## config.mk

```make
export PLATFORM = sky130hd
export DESIGN_NAME = cordic_iter_core_flat
export DESIGN_NICKNAME = d
export VERILOG_FILES = /design/src/rtl/cordic_pkg.sv /design/src/rtl/cordic_iter_core_if.sv /design/src/rtl/cordic_stage.sv /design/src/rtl/cordic_iter_core.sv /design/src/flat_wrapper.sv
export SDC_FILE = /design/constraint.sdc
export NUM_CORES = 1
export LEC_CHECK = 0
export BUFFER_PORTS_ARGS = -buffer_cell sky130_fd_sc_hd__buf_2
export CORE_MARGIN = 3
export CORE_UTILIZATION = 55
export DETAILED_ROUTE_END_ITERATION = 12
export PLACE_DENSITY_LB_ADDON = 0.1
export SLEW_MARGIN = 10
export SYNTH_ARGS = -nofsm -noshare
export SYNTH_HDL_FRONTEND = slang
export SYNTH_SLANG_ARGS = --single-unit
```

## constraint.sdc

```tcl
create_clock -name clock -period 8.4 [get_ports clock]
set_input_delay 1.26 -clock clock [delete_from_list [all_inputs] [get_ports clock]]
set_output_delay 1.26 -clock clock [all_outputs]
set_load 0.02 [all_outputs]
```

## src/rtl/cordic_pkg.sv

```systemverilog
// -----------------------------------------------------------------------------
// cordic_pkg
// Shared definitions for the iterative CORDIC cosine core:
//   - datapath width and fractional bit count (signed Q2.30)
//   - FSM state encoding
//   - CORDIC gain constant K in Q30
//   - arctangent table atan(2^-k) * 2^30, k = 0..23, rounded to nearest
// No ports (package).
// -----------------------------------------------------------------------------
package cordic_pkg;

   localparam int DATA_W   = 32;
   localparam int FRAC     = 30;
   localparam int MAX_ITER = 24;
   localparam int IDX_W    = 5;   // wide enough to count to MAX_ITER

   // 0.6072529350 * 2^30: pre-scaling so the final x needs no gain correction
   localparam logic signed [31:0] K_Q30 = 32'sd652032874;

   typedef enum logic [1:0] {
      IDLE = 2'd0,
      RUN  = 2'd1,
      DONE = 2'd2
   } cordic_state_e;

   function automatic logic signed [31:0] atan_q30(input logic [IDX_W-1:0] k);
      logic signed [31:0] v;
      case (k)
         5'd0:    v = 32'sd843314857;
         5'd1:    v = 32'sd497837829;
         5'd2:    v = 32'sd263043837;
         5'd3:    v = 32'sd133525159;
         5'd4:    v = 32'sd67021687;
         5'd5:    v = 32'sd33543516;
         5'd6:    v = 32'sd16775851;
         5'd7:    v = 32'sd8388437;
         5'd8:    v = 32'sd4194283;
         5'd9:    v = 32'sd2097149;
         5'd10:   v = 32'sd1048576;
         5'd11:   v = 32'sd524288;
         5'd12:   v = 32'sd262144;
         5'd13:   v = 32'sd131072;
         5'd14:   v = 32'sd65536;
         5'd15:   v = 32'sd32768;
         5'd16:   v = 32'sd16384;
         5'd17:   v = 32'sd8192;
         5'd18:   v = 32'sd4096;
         5'd19:   v = 32'sd2048;
         5'd20:   v = 32'sd1024;
         5'd21:   v = 32'sd512;
         5'd22:   v = 32'sd256;
         5'd23:   v = 32'sd128;
         default: v = 32'sd0;
      endcase
      return v;
   endfunction

endpackage

```

## src/rtl/cordic_iter_core_if.sv

```systemverilog
// -----------------------------------------------------------------------------
// cordic_iter_core_if
// Custom-instruction handshake bundle for cordic_iter_core.
//   clk_en  : global enable; when low the core holds every register
//   start   : request; accepted only on an edge with clk_en=1 while IDLE
//   dataa   : angle, signed Q2.30, captured on the accepting edge
//   result  : cos(angle), signed Q2.30, registered, valid while done=1
//   done    : high while the core is in DONE (held through clk_en stalls)
//   busy    : high in RUN and DONE
//   state   : debug view of the FSM state
//
// Handshake: start acts as valid and (state==IDLE && clk_en) as ready; a
// start seen while not ready is dropped, never queued. done is the response
// valid and has no back-pressure: it drops on the next enabled edge.
// Modports: master = requester (drives clk_en/start/dataa), slave = core.
// -----------------------------------------------------------------------------
interface cordic_iter_core_if #(
   parameter int DATA_W = cordic_pkg::DATA_W
);
   import cordic_pkg::*;

   logic              clk_en;
   logic              start;
   logic [DATA_W-1:0] dataa;
   logic [DATA_W-1:0] result;
   logic              done;
   logic              busy;
   cordic_state_e     state;

   modport master (
      output clk_en, start, dataa,
      input  result, done, busy, state
   );

   modport slave (
      input  clk_en, start, dataa,
      output result, done, busy, state
   );

endinterface

```

## src/rtl/cordic_stage.sv

```systemverilog
// -----------------------------------------------------------------------------
// cordic_stage
// One combinational rotation-mode CORDIC micro-rotation for index k.
//   x_i, y_i, z_i : current vector and residual angle (signed Q2.30)
//   k_i           : micro-rotation index (shift amount, atan table index)
//   x_o, y_o, z_o : rotated vector and updated residual angle
// Direction follows the sign of z_i: rotate positive when z_i >= 0.
// Arithmetic shifts truncate toward -inf; sums wrap in two's complement.
// -----------------------------------------------------------------------------
module cordic_stage #(
   parameter int DATA_W = cordic_pkg::DATA_W
) (
   input  logic signed [DATA_W-1:0]           x_i,
   input  logic signed [DATA_W-1:0]           y_i,
   input  logic signed [DATA_W-1:0]           z_i,
   input  logic        [cordic_pkg::IDX_W-1:0] k_i,
   output logic signed [DATA_W-1:0]           x_o,
   output logic signed [DATA_W-1:0]           y_o,
   output logic signed [DATA_W-1:0]           z_o
);
   import cordic_pkg::*;

   logic signed [DATA_W-1:0] x_sh;
   logic signed [DATA_W-1:0] y_sh;
   logic signed [DATA_W-1:0] atan_k;

   assign x_sh   = x_i >>> k_i;
   assign y_sh   = y_i >>> k_i;
   assign atan_k = DATA_W'(atan_q30(k_i));

   always_comb begin
      if (z_i[DATA_W-1]) begin
         // d = -1
         x_o = x_i + y_sh;
         y_o = y_i - x_sh;
         z_o = z_i + atan_k;
      end else begin
         // d = +1
         x_o = x_i - y_sh;
         y_o = y_i + x_sh;
         z_o = z_i - atan_k;
      end
   end

endmodule

```

## src/rtl/cordic_iter_core.sv

```systemverilog
// -----------------------------------------------------------------------------
// cordic_iter_core
// Iterative rotation-mode CORDIC computing cos(angle) in signed Q2.30.
// Performs UNROLL chained micro-rotations per enabled clock, ITER in total.
//   clock : rising-edge clock
//   reset : synchronous active-low reset, wins over clk_en
//   io    : handshake bundle (slave side), see cordic_iter_core_if
// Parameters: DATA_W datapath width, ITER total micro-rotations (1..24,
// multiple of UNROLL), UNROLL micro-rotations per clock (1, 2 or 4).
// Latency: ITER/UNROLL+1 enabled edges from accepting start to done=1.
// -----------------------------------------------------------------------------
module cordic_iter_core #(
   parameter int DATA_W = cordic_pkg::DATA_W,
   parameter int ITER   = 16,
   parameter int UNROLL = 1
) (
   input logic                clock,
   input logic                reset,
   cordic_iter_core_if.slave  io
);
   import cordic_pkg::*;

   cordic_state_e            state_q,  state_d;
   logic signed [DATA_W-1:0] x_q,      x_d;
   logic signed [DATA_W-1:0] y_q,      y_d;
   logic signed [DATA_W-1:0] z_q,      z_d;
   logic signed [DATA_W-1:0] result_q, result_d;
   logic        [IDX_W-1:0]  i_q,      i_d;
   logic                     done_q,   done_d;
   logic                     busy_q,   busy_d;

   logic        [IDX_W-1:0]  i_next;

   // Micro-rotation chain: element 0 is the registered state, element
   // UNROLL is the state after this clock's rotations.
   logic signed [DATA_W-1:0] cx [UNROLL+1];
   logic signed [DATA_W-1:0] cy [UNROLL+1];
   logic signed [DATA_W-1:0] cz [UNROLL+1];

   assign cx[0] = x_q;
   assign cy[0] = y_q;
   assign cz[0] = z_q;

   for (genvar j = 0; j < UNROLL; j++) begin : g_stage
      cordic_stage #(
         .DATA_W (DATA_W)
      ) u_stage (
         .x_i (cx[j]),
         .y_i (cy[j]),
         .z_i (cz[j]),
         .k_i (i_q + IDX_W'(j)),
         .x_o (cx[j+1]),
         .y_o (cy[j+1]),
         .z_o (cz[j+1])
      );
   end

   assign i_next = i_q + IDX_W'(UNROLL);

   always_comb begin
      state_d  = state_q;
      x_d      = x_q;
      y_d      = y_q;
      z_d      = z_q;
      i_d      = i_q;
      result_d = result_q;
      done_d   = done_q;
      busy_d   = busy_q;

      case (state_q)
         IDLE: begin
            if (io.start) begin
               x_d     = DATA_W'(K_Q30);
               y_d     = '0;
               z_d     = io.dataa;
               i_d     = '0;
               busy_d  = 1'b1;
               state_d = RUN;
            end
         end
         RUN: begin
            x_d = cx[UNROLL];
            y_d = cy[UNROLL];
            z_d = cz[UNROLL];
            i_d = i_next;
            // Last batch of rotations: publish x directly from the chain so
            // result lands on the same edge that enters DONE.
            if (i_next == IDX_W'(ITER)) begin
               result_d = cx[UNROLL];
               done_d   = 1'b1;
               state_d  = DONE;
            end
         end
         DONE: begin
            // Any start seen here is dropped; IDLE must be reached first.
            done_d  = 1'b0;
            busy_d  = 1'b0;
            state_d = IDLE;
         end
         default: begin
            done_d  = 1'b0;
            busy_d  = 1'b0;
            state_d = IDLE;
         end
      endcase
   end

   always_ff @(posedge clock) begin
      if (!reset) begin
         state_q  <= IDLE;
         x_q      <= '0;
         y_q      <= '0;
         z_q      <= '0;
         i_q      <= '0;
         result_q <= '0;
         done_q   <= 1'b0;
         busy_q   <= 1'b0;
      end else if (io.clk_en) begin
         state_q  <= state_d;
         x_q      <= x_d;
         y_q      <= y_d;
         z_q      <= z_d;
         i_q      <= i_d;
         result_q <= result_d;
         done_q   <= done_d;
         busy_q   <= busy_d;
      end
   end

   assign io.result = result_q;
   assign io.done   = done_q;
   assign io.busy   = busy_q;
   assign io.state  = state_q;

endmodule
```

## src/flat_wrapper.sv

```systemverilog
// flat-port wrapper written by rule: the top's interface ports become plain ports
module cordic_iter_core_flat import cordic_pkg::*;
#(
   parameter int DATA_W = cordic_pkg::DATA_W,
   parameter int ITER   = 16,
   parameter int UNROLL = 1
)
  (clock, reset, io_clk_en, io_start, io_dataa, io_result, io_done, io_busy, io_state);
  cordic_iter_core_if #(.DATA_W(DATA_W)) io_i ();
  input logic clock;
  input logic reset;
  input wire logic [$bits(io_i.clk_en)-1:0] io_clk_en;
  input wire logic [$bits(io_i.start)-1:0] io_start;
  input wire logic [$bits(io_i.dataa)-1:0] io_dataa;
  output wire logic [$bits(io_i.result)-1:0] io_result;
  output wire logic [$bits(io_i.done)-1:0] io_done;
  output wire logic [$bits(io_i.busy)-1:0] io_busy;
  output wire logic [$bits(io_i.state)-1:0] io_state;
  assign io_i.clk_en = io_clk_en;
  assign io_i.start = io_start;
  assign io_i.dataa = io_dataa;
  assign io_result = io_i.result;
  assign io_done = io_i.done;
  assign io_busy = io_i.busy;
  assign io_state = io_i.state;
  cordic_iter_core #(.DATA_W(DATA_W), .ITER(ITER), .UNROLL(UNROLL)) u_core (.clock(clock), .reset(reset), .io(io_i));
endmodule
```

Yosys cells after proc, flatten, opt, wreduce, memory -nomap -nowiden. Memory sizes are Yosys's and may differ from the RTL's. A register that Yosys moved wholly into a read port is not among the register bits. Index checks and enable logic that the tools add are counted.

Add/sub/neg operators: 7. Equal/unequal tests: 4. Bitwise gates (word level): 2. Muxes and demuxes: 20. Shift operators: 2. Reductions and logical operators: 7.

Operator list (number): two-way mux 32 bit (6); one-hot mux 32 bit (2 select lines) (3); adder 32 bit (3); subtractor 32 bit (3); >>> shifter 32 x 5 -> 32 bit (2); two-way mux 5 bit (3); AND reduction 3 bit (5); one-hot mux 5 bit (2 select lines) (1); adder 5 x 1 -> 5 bit (second input constant) (1); equality test 5 bit (second input constant) (1); two-way mux 2 bit (2); one-hot mux 1 bit (2 select lines) (2); one-hot mux 2 bit (2 select lines) (1); equality test 2 x 1 -> 1 bit (second input constant) (1); logical NOT 2 bit (1); two-way mux 1 bit (2); != test 2 x 1 -> 1 bit (second input constant) (1); != test 2 bit (second input constant) (1); inverter 1 bit (2); nonzero test 2 bit (1).

ROM bits: 960. Bits in registers: 137. Memories kept: 1. Input port bits: 36. Output and inout port bits: 36. Word-level logic and storage cells: 51.

Memories: (no name shown) (words 32, width 30, read ports 1, clocked after Yosys merged registers in 1, write ports 0, RTL line cordic_pkg.sv:28) `case (k)`.

Depth between registers and ports, before layout. Gate-level depths: netlist of the first run.

Depth after elaboration: 5. Depth in mapped cells: 34. Depth with buffers taken out: 26.

Modules after synthesis. A second synthesis of the first run with hierarchy kept.

Cells, all modules: 2021. Area, all modules: 16758.6 um^2.

By module, submodules not included: cordic_stage (area an instance 11459.7 um^2, cells each 1472, instances 1, sequential area each 0.0 um^2); cordic_iter_core (area an instance 5298.8 um^2, cells each 549, instances 1, sequential area each 2742.6 um^2).

Worst setup path before layout of the first run. Ideal clock, no wire load.

Path type: register -> register. From: register u_core.i_q[0]. To: register u_core.y_q[31]. Arrival: 6.261 ns. Setup time: 0.069 ns. Period minus slack after synthesis: 6.330 ns. Path slack: 2.070 ns. Data required time: 8.331 ns. Stages on the path, launching flop included: 32. Path buffers: 7. Path through: dfxtp_1 > buf_4 > buf_6 > buf_2 > buf_2 > buf_1 > mux2i_1 > a211oi_1 > a21oi_1 > ha_1 > inv_1 > a2111oi_2 > nand4bb_1 > or2_2 > clkbuf_1 > nor2_1 > nor2_1 > nor2_1 > a21oi_1 > ha_1 > clkbuf_1 > a21o_1 > a221oi_1 > o21ai_0 > a21o_1 > a21oi_1 > o2bb2ai_1 > o41ai_1 > o21ai_0 > xnor2_1 > or3_1 > o21ai_1.

Cells in the longest elaborated chain, start to end: 4. Elaborated cells between the ends (all ways): 5. Classes of those cells: 2 x add/sub; 1 x shift; 2 x mux.

Ends and longest elaborated chain: start: declaration (RTL line cordic_iter_core.sv:28) `logic [IDX_W-1:0] i_q, i_d;`; start signal: assignment (RTL line cordic_iter_core.sv:123) `i_q <= i_d;`; >>> shifter 32 x 5 -> 32 bit (*) (RTL line cordic_stage.sv:27) `assign x_sh = x_i >>> k_i;`; adder 32 bit or subtractor 32 bit (tied branches) (RTL line cordic_stage.sv:40, cordic_stage.sv:35); two-way mux 32 bit (*) (RTL line cordic_stage.sv:32) `if (z_i[DATA_W-1]) begin`; one-hot mux 32 bit (2 select lines) (*) (RTL line cordic_iter_core.sv:70) `case (state_q)`; end signal: assignment (RTL line cordic_iter_core.sv:121) `y_q <= y_d;`; end: declaration (RTL line cordic_iter_core.sv:25) `logic signed [DATA_W-1:0] y_q, y_d;`.

Every way passes the cells marked *; elsewhere a longest branch is shown, timed or not. A chain may end at the register's enable or synchronous reset.

Worst setup path in the final report of the first run.
From: register u_core.i_q[1]. To: register u_core.y_q[31].

The elaborated chain is that of the path after synthesis.

==> run summary, run 1 <==
Final critical delay including setup and external delays: 7.24 ns
Worst Max-Slew Pin Slew: 1.24 ns
Relative area change from synthesis to final layout: 6.49%
Total number of vias: 16000
Hold bufs inserted after CTS: 0
Number of global-route vias before repair: 15300
Total power consumption of the routed design: 3.53 mW
Std-Cell Core Area: 29700 µm²
Fraction of layout cells with a size suffix above 1: 12.9%
Final Non-Filler Cells: 2418
Clock buffer count from CTS: 17
Placed instance area: 17100 µm²
Result of the run: completed
Clk pin slew, worst setup/hold paths: 0.07 ns
Half-perimeter wire length after placement: 38.8 mm
Area leader, netlist: sky130_fd_sc_hd__dfxtp_1
Post-place setup slack: 1.26 ns
Final number of setup-violating endpoints: 0
Number of inserted filler cells in the final layout: 2707
Port Buffers: 71
Synth Net Count: 2177
Die boundary width: 180 µm
Count of nets after finishing: 2168
Final non-filler cell area: 17700 µm²
Placed instance count: 2388
Number of enable-type register cells in the synthesized netlist: 0
Total routed wirelength: 52.5 mm
Critical Path Slowest Stage Cell: sky130_fd_sc_hd__dfxtp_4
Hold Path Stages: 2
Hold/Removal Path Class: reg -> reg
Worst hold slack across all endpoints: 0.453 ns
Library cell used as clock root buffer: sky130_fd_sc_hd__clkbuf_16
First drt pass iteration count: 6
Final cycle utilization of the critical path: 86.2%
Slack of the worst reg-to-reg path: 1.16 ns
RSZ-0062 raised after global routing: no
Total Negative Setup Slacks: 0 ns
Reg-to-reg startpoint: u_core.i_q[1]
Maximum achievable frequency: 138 MHz
Cell types occupying the most area after synthesis: sky130_fd_sc_hd__dfxtp_1 20%, sky130_fd_sc_hd__ha_1 8.4%, sky130_fd_sc_hd__mux4_2 8.0%
Remaining max-slew budget at the tightest pin: 16.6%
Drt initial violations: 1631
Final Hold Vio Count: 0
Worst-case clock skew: 0.0139 ns
Detail-routed net length per standard cell: 21.7 µm
Area of the mapped netlist: 16700 µm²
Startpoint of the worst hold path: u_core.io.result[27]
Cell type group with the largest total delay on the critical path: compound AO/OA/AOI/OAI gates
Postcts setup bufs: 0
Global-route track usage on met1: 47.1%
End point of the most critical hold path: u_core.io.result[27]
Met3 Track Usage GR: 4.70%
First-pass GRT wire length: 84.1 mm
Drt drc: 0
Top Usage Layer GRT: met2
Static Leakage: 7.34 nW
Resize count post-CTS: 0
Floorplan die area: 32400 µm²
Skew-Pair Late Insertion Delay: 0.46 ns
Number of buffer and inverter stages on the critical path: 2
Global-route congestion overflow total: 0
Nature of the critical path startpoint: flip-flop
Number of violations of the max-capacitance limit: 0
Worst reg2reg path depth: 26
Average size of a mapped cell: 8.22 µm²
Number of synthesized register bits: 167
Worst path arrival time: 7.63 ns
Peak per-stage delay on the critical path: 0.93 ns
Peak ir drop on the vdd network: 0.194 mV
Vertical die dimension: 180 µm
Top-area cell type share of the netlist area: 20.1%
Met2 routing resource usage after global routing: 48.8%
Share of synthesized flip-flops with an asynchronous set or reset: 0%
Synth warnings: 0
Count of mapped cells out of synthesis: 2026
Capture point of the worst reg-to-reg path: u_core.y_q[31]
Most used DFF post-synth: sky130_fd_sc_hd__dfxtp_1
Maximum root-to-sink buffer count: 2
Drt via density: 6.62
Antenna-violating nets left: 0
TritonCTS clock tree: built
Gp weighted congestion: 0.976
Top-Level Pins: 72
Sequential share of the synthesized area: 20.1%
Count of clock tree sinks: 167
Standard-cell row count: 63
Fin. max-slew vios: 0
Number of levels in the clock H-tree: 4
Final core utilization: 59.7%
Overall track demand over capacity in global routing: 31.7%
Initial Util: 56.1%
Min setup slack post-route: 1.16 ns
Number of distinct library cells after synthesis: 90
Setup Crit Path Kind: reg -> reg
Antenna violations before repair: 0
Critical-path maximum fanout: 62
Commonest non-fill, non-tap cell in the layout: sky130_fd_sc_hd__nand2_1
Final antenna diode count: 0
Areal power density over the cells: 199 nW/µm²
Pin count of the biggest net entering global routing: 78
Commonest cells after routing, fill and taps aside: 232 x sky130_fd_sc_hd__nand2_1, 162 x sky130_fd_sc_hd__dfxtp_1, 152 x sky130_fd_sc_hd__nor2_1
Required time of the critical path: 8.79 ns
Most frequent CP cell: sky130_fd_sc_hd__nor2_1
Worst setup EP type: flip-flop
power breakdown:
part / leakage (nW) / internal [mW] / switching (mW)
Combinational: 5.68 / 0.726 / 1.02
Clock: 0.298 / 0.479 / 0.371
Sequential: 1.36 / 0.839 / 0.0932
cell usage after synthesis (all sizes together) (15+ instances only):
cell type / number
o221a: 15
nand2: 232
dfxtp: 167
o21a: 15
nor2: 153
o21ai: 123
mux2: 26
a21boi: 52
a21oi: 144
o221ai: 28
mux2i: 44
nand2b: 16
and3: 20
a31oi: 30
mux4: 68
xnor2: 91
o211ai: 20
ha: 112
nor3: 35
a22oi: 29
a21o: 45
xor2: 71
clkbuf: 90
and2: 27
inv: 46
nor2b: 39
buf: 37
nand3: 46
cells by family (layout without fill, tap and decap cells):
group,count (synthesis),in the layout,share of synthesized area [%]
AO/OA/AOI/OAI,635,635,26.2
XOR/XNOR,162,162,8.52
adder cells (fa/ha/maj),115,115,8.77
buffers and inverters,176,178,4.69
flip-flops,167,167,20.1
multiplexers,138,138,13.8
AND/OR/NAND/NOR,633,633,17.9
flip-flops by register name, summed over array words and instances, names as in the netlist:
register	count
u_core.i_q	5
u_core.io.result	32
u_core.io.state	2
u_core.io.done	1
u_core.g_stage.u_stage.atan_k	30
u_core.y_q	32
u_core.io.busy	1
u_core.z_q	32
u_core.x_q	32
area by class of cell:
type | instances | area, µm² | share of cell area [%]
multi-input cells | 1683 | 12500 | 70.7
flip-flops and latches | 167 | 3350 | 18.9
repair buffers | 99 | 568 | 3.20
well taps | 390 | 488 | 2.75
clock buffers | 18 | 439 | 2.48
inverters | 49 | 184 | 1.04
clock inverters | 12 | 170 | 0.959
how the worst max path moves through the flow:
stage                             start        endpoint  slack [ns]  cells past startpoint
final                     u_core.i_q[1]  u_core.y_q[31]        1.16                     26
after global routing      u_core.i_q[1]  u_core.y_q[31]        0.44                     27
after CTS                 u_core.i_q[1]  u_core.y_q[31]        1.25                     26
after detailed placement  u_core.i_q[1]  u_core.y_q[31]        1.26                     26
after global placement    u_core.i_q[1]  u_core.y_q[31]        1.36                     27
after floorplan           u_core.i_q[0]  u_core.y_q[31]        2.07                     31
layer usage:
metal	vias up	share of wire, %	wire, µm
met5	-	0	0
met3	81	8.5	4440
met4	0	2.0	1030
met1	7682	46	24300
met2	704	43	22800
li1	7533	-	-
worst register-to-register path, delay by kind of cell, from the launching register on:
kind / cells / cell delay [ns]
compound gates: 12 / 2.71
xor+xnor: 1 / 0.17
fa+ha+maj: 2 / 0.58
buf+inv: 2 / 0.14
flops: 1 / 0.93
mux: 3 / 1.35
simple gates: 6 / 1.29
Power figures use the tool's default switching activity.
==> run 2, diff against run 1 <==
- CORE_UTILIZATION: 55 -> 40
==> run 2 against run 1 <==
Combinational power about the same. Sequential share of layout area decreased by 0.16 points. Clock skew increased by 0.0017 ns. Clock power decreased by 3.1%. Hold slack got worse by 0.00056 ns. Cell count increased by 5.8%. Critical path depth increased by 1. First-iteration DRC count decreased by 13%. Core utilization decreased by 16 points. Count of clock-buffer cells in the layout unchanged. Global-route usage decreased by 6.8 points. Flip-flop and latch count unchanged. Critical endpoint unchanged. Largest cell class unchanged. Largest power group unchanged.
==> run summary, run 2 (synthesis gave the netlist of run 1 again) <==
Static Leakage: 7.32 nW (-0.26%)
First-pass GRT wire length: 86.8 mm (+3.2%)
Fin. max-slew vios: 0 (unchanged)
Standard-cell row count: 74 (+17%)
First drt pass iteration count: 6 (unchanged)
Setup Crit Path Kind: reg -> reg
Final number of setup-violating endpoints: 0 (unchanged)
Slack of the worst reg-to-reg path: 1.08 ns (-0.08 ns)
Required time of the critical path: 8.82 ns (+0.03 ns)
Critical Path Slowest Stage Cell: sky130_fd_sc_hd__dfxtp_4
Peak per-stage delay on the critical path: 0.86 ns (-0.07 ns)
Hold bufs inserted after CTS: 0 (unchanged)
Capture point of the worst reg-to-reg path: u_core.y_q[31]
Clock buffer count from CTS: 17 (unchanged)
Final Hold Vio Count: 0 (unchanged)
Total Negative Setup Slacks: 0 ns (unchanged)
Number of inserted filler cells in the final layout: 4175 (+54%)
Remaining max-slew budget at the tightest pin: 19.3% (+2.8 points)
Antenna violations before repair: 0 (unchanged)
Min setup slack post-route: 1.08 ns (-0.0775 ns)
Critical-path maximum fanout: 53 (-15%)
Half-perimeter wire length after placement: 40.2 mm (+3.5%)
Worst hold slack across all endpoints: 0.453 ns (-0.000561 ns)
Resize count post-CTS: 0 (unchanged)
Total number of vias: 15700 (-1.9%)
Antenna-violating nets left: 0 (unchanged)
Number of violations of the max-capacitance limit: 0 (unchanged)
Final critical delay including setup and external delays: 7.32 ns (+0.0775 ns)
Initial Util: 40.6% (-15 points)
Commonest cells after routing, fill and taps aside: 232 x sky130_fd_sc_hd__nand2_1, 162 x sky130_fd_sc_hd__dfxtp_1, 152 x sky130_fd_sc_hd__nor2_1
Worst reg2reg path depth: 27 (+3.8%)
Nature of the critical path startpoint: flip-flop
Worst-case clock skew: 0.0156 ns (+0.00168 ns)
Post-place setup slack: 1.11 ns (-0.143 ns)
Total routed wirelength: 54.8 mm (+4.3%)
Drt via density: 6.13 (-7.3%)
Library cell used as clock root buffer: sky130_fd_sc_hd__clkbuf_16
Result of the run: completed
Vertical die dimension: 210 µm (+17%)
Areal power density over the cells: 196 nW/µm² (-1.3%)
Register cell area after layout: 3350 µm² (unchanged)
Number of buffer and inverter stages on the critical path: 2 (unchanged)
Top-Level Pins: 72 (unchanged)
Cell type group with the largest total delay on the critical path: compound AO/OA/AOI/OAI gates
Number of gates on the worst path with buffers counted: 27 (+3.8%)
Maximum achievable frequency: 137 MHz (-1.1%)
Skew-Pair Late Insertion Delay: 0.50 ns (+0.04 ns)
Pin count of the biggest net entering global routing: 89 (+14%)
Count of clock tree sinks: 167 (unchanged)
Global-route congestion overflow total: 0 (unchanged)
Number of levels in the clock H-tree: 4 (unchanged)
Gp weighted congestion: 0.950 (-2.7%)
Total power consumption of the routed design: 3.51 mW (-0.52%)
Commonest non-fill, non-tap cell in the layout: sky130_fd_sc_hd__nand2_1
Final antenna diode count: 0 (unchanged)
Capture point of the critical path: u_core.y_q[31]
Drt drc: 0 (unchanged)
Reg-to-reg startpoint: u_core.i_q[1]
Clk pin slew, worst setup/hold paths: 0.07 ns (about the same)
Worst Max-Slew Pin Slew: 1.21 ns (-0.0349 ns)
Startpoint of the worst setup timing path: u_core.i_q[1]
Peak ir drop on the vdd network: 0.171 mV (-12%)
TritonCTS clock tree: built
Die boundary width: 210 µm (+17%)
Worst setup EP type: flip-flop
Worst path arrival time: 7.74 ns (+0.11 ns)
Port Buffers: 71 (unchanged)
Postcts setup bufs: 0 (unchanged)
Overall track demand over capacity in global routing: 24.9% (-6.8 points)
Maximum root-to-sink buffer count: 2 (unchanged)
Floorplan die area: 44100 µm² (+36%)
Hold/Removal Path Class: reg -> reg
Fraction of layout cells with a size suffix above 1: 12.9% (about the same)
Std-Cell Core Area: 41000 µm² (+38%)
Drt initial violations: 1414 (-13%)
Number of global-route vias before repair: 14900 (-2.8%)
Final cycle utilization of the critical path: 87.1% (+0.92 points)
Relative area change from synthesis to final layout: 7.38%
Area of the multi-input gates: 12500 µm² (about the same)
Detail-routed net length per standard cell: 21.4 µm (-1.4%)
RSZ-0062 raised after global routing: no
Count of nets after finishing: 2165 (-0.14%)
[run 2: area by class of cell]
type                            instances  share of cell area (%)
Timing Repair Buffer                   96                    3.05
Multi-Input combinational cell       1683                    70.1
Clock buffer                           18                    2.46
Tap cell                              532                    3.72
Inverter                               49                    1.03
Sequential cell                       167                    18.8
Clock inverter                         14                   0.909
[run 2: power by group]
| group | switching, mW | internal (mW) | leakage [nW] |
|---|---|---|---|
| sequential | 0.0865 | 0.838 | 1.36 |
| combinational | 1.03 | 0.726 | 5.66 |
| clock | 0.395 | 0.429 | 0.294 |
| total | 1.51 | 1.99 | 7.32 |
[run 2: how the worst min path moves through the flow]
stage	slack, ns	depth (start not counted)	start	end
5_1_grt	0.47	2	u_core.io.result[27]	u_core.io.result[27]
2_1_floorplan	0.44	2	u_core.z_q[26]	u_core.z_q[26]
3_5_place_dp	0.44	2	u_core.io.result[27]	u_core.io.result[27]
4_1_cts	0.45	2	u_core.io.result[27]	u_core.io.result[27]
3_3_place_gp	0.44	2	u_core.io.result[27]	u_core.io.result[27]
6_report	0.45	2	u_core.io.result[27]	u_core.io.result[27]
[run 2: per-layer routing]
metal | track usage (%) | vias to the layer above | share of wire [%]
met2 | 37.3 | 523 | 44
met4 | 7.09 | 0 | 2.1
met5 | 0 | - | 0
met3 | 5.08 | 69 | 6.2
li1 | - | 7522 | -
met1 | 36.4 | 7585 | 48
[run 2: worst reg2reg max path, stage by stage, from the launching register on]
cell and delay [ns]:
sky130_fd_sc_hd__dfxtp_4 0.86, sky130_fd_sc_hd__buf_4 0.60, sky130_fd_sc_hd__nand2b_1 0.14, sky130_fd_sc_hd__o211a_1 0.16, sky130_fd_sc_hd__nor2_1 0.23, sky130_fd_sc_hd__a21oi_1 0.27, sky130_fd_sc_hd__a21oi_1 0.28, sky130_fd_sc_hd__ha_1 0.21
sky130_fd_sc_hd__inv_1 0.06, sky130_fd_sc_hd__a2111oi_2 0.47, sky130_fd_sc_hd__nand4bb_1 0.28, sky130_fd_sc_hd__or2_2 0.42, sky130_fd_sc_hd__nor2_1 0.11, sky130_fd_sc_hd__nor2_1 0.05, sky130_fd_sc_hd__nor2_1 0.13, sky130_fd_sc_hd__a21oi_1 0.06
sky130_fd_sc_hd__ha_1 0.43, sky130_fd_sc_hd__a21o_1 0.24, sky130_fd_sc_hd__a221oi_1 0.29, sky130_fd_sc_hd__o21ai_0 0.16, sky130_fd_sc_hd__a21o_1 0.19, sky130_fd_sc_hd__a21oi_1 0.17, sky130_fd_sc_hd__o2bb2ai_1 0.14, sky130_fd_sc_hd__o41ai_1 0.50
sky130_fd_sc_hd__o21ai_0 0.23, sky130_fd_sc_hd__xnor2_1 0.17, sky130_fd_sc_hd__or3_1 0.31, sky130_fd_sc_hd__o21ai_1 0.07
[run 2: metrics by stage]
step                std cells  instance area, µm²  util (%)
CTS                      2559               17900      43.6
floorplan                2026               16700         -
global placement         2527               17300      42.1
global route             2559               17900      43.6
detailed placement       2527               17300      42.1
finish                   2559               17900      43.6
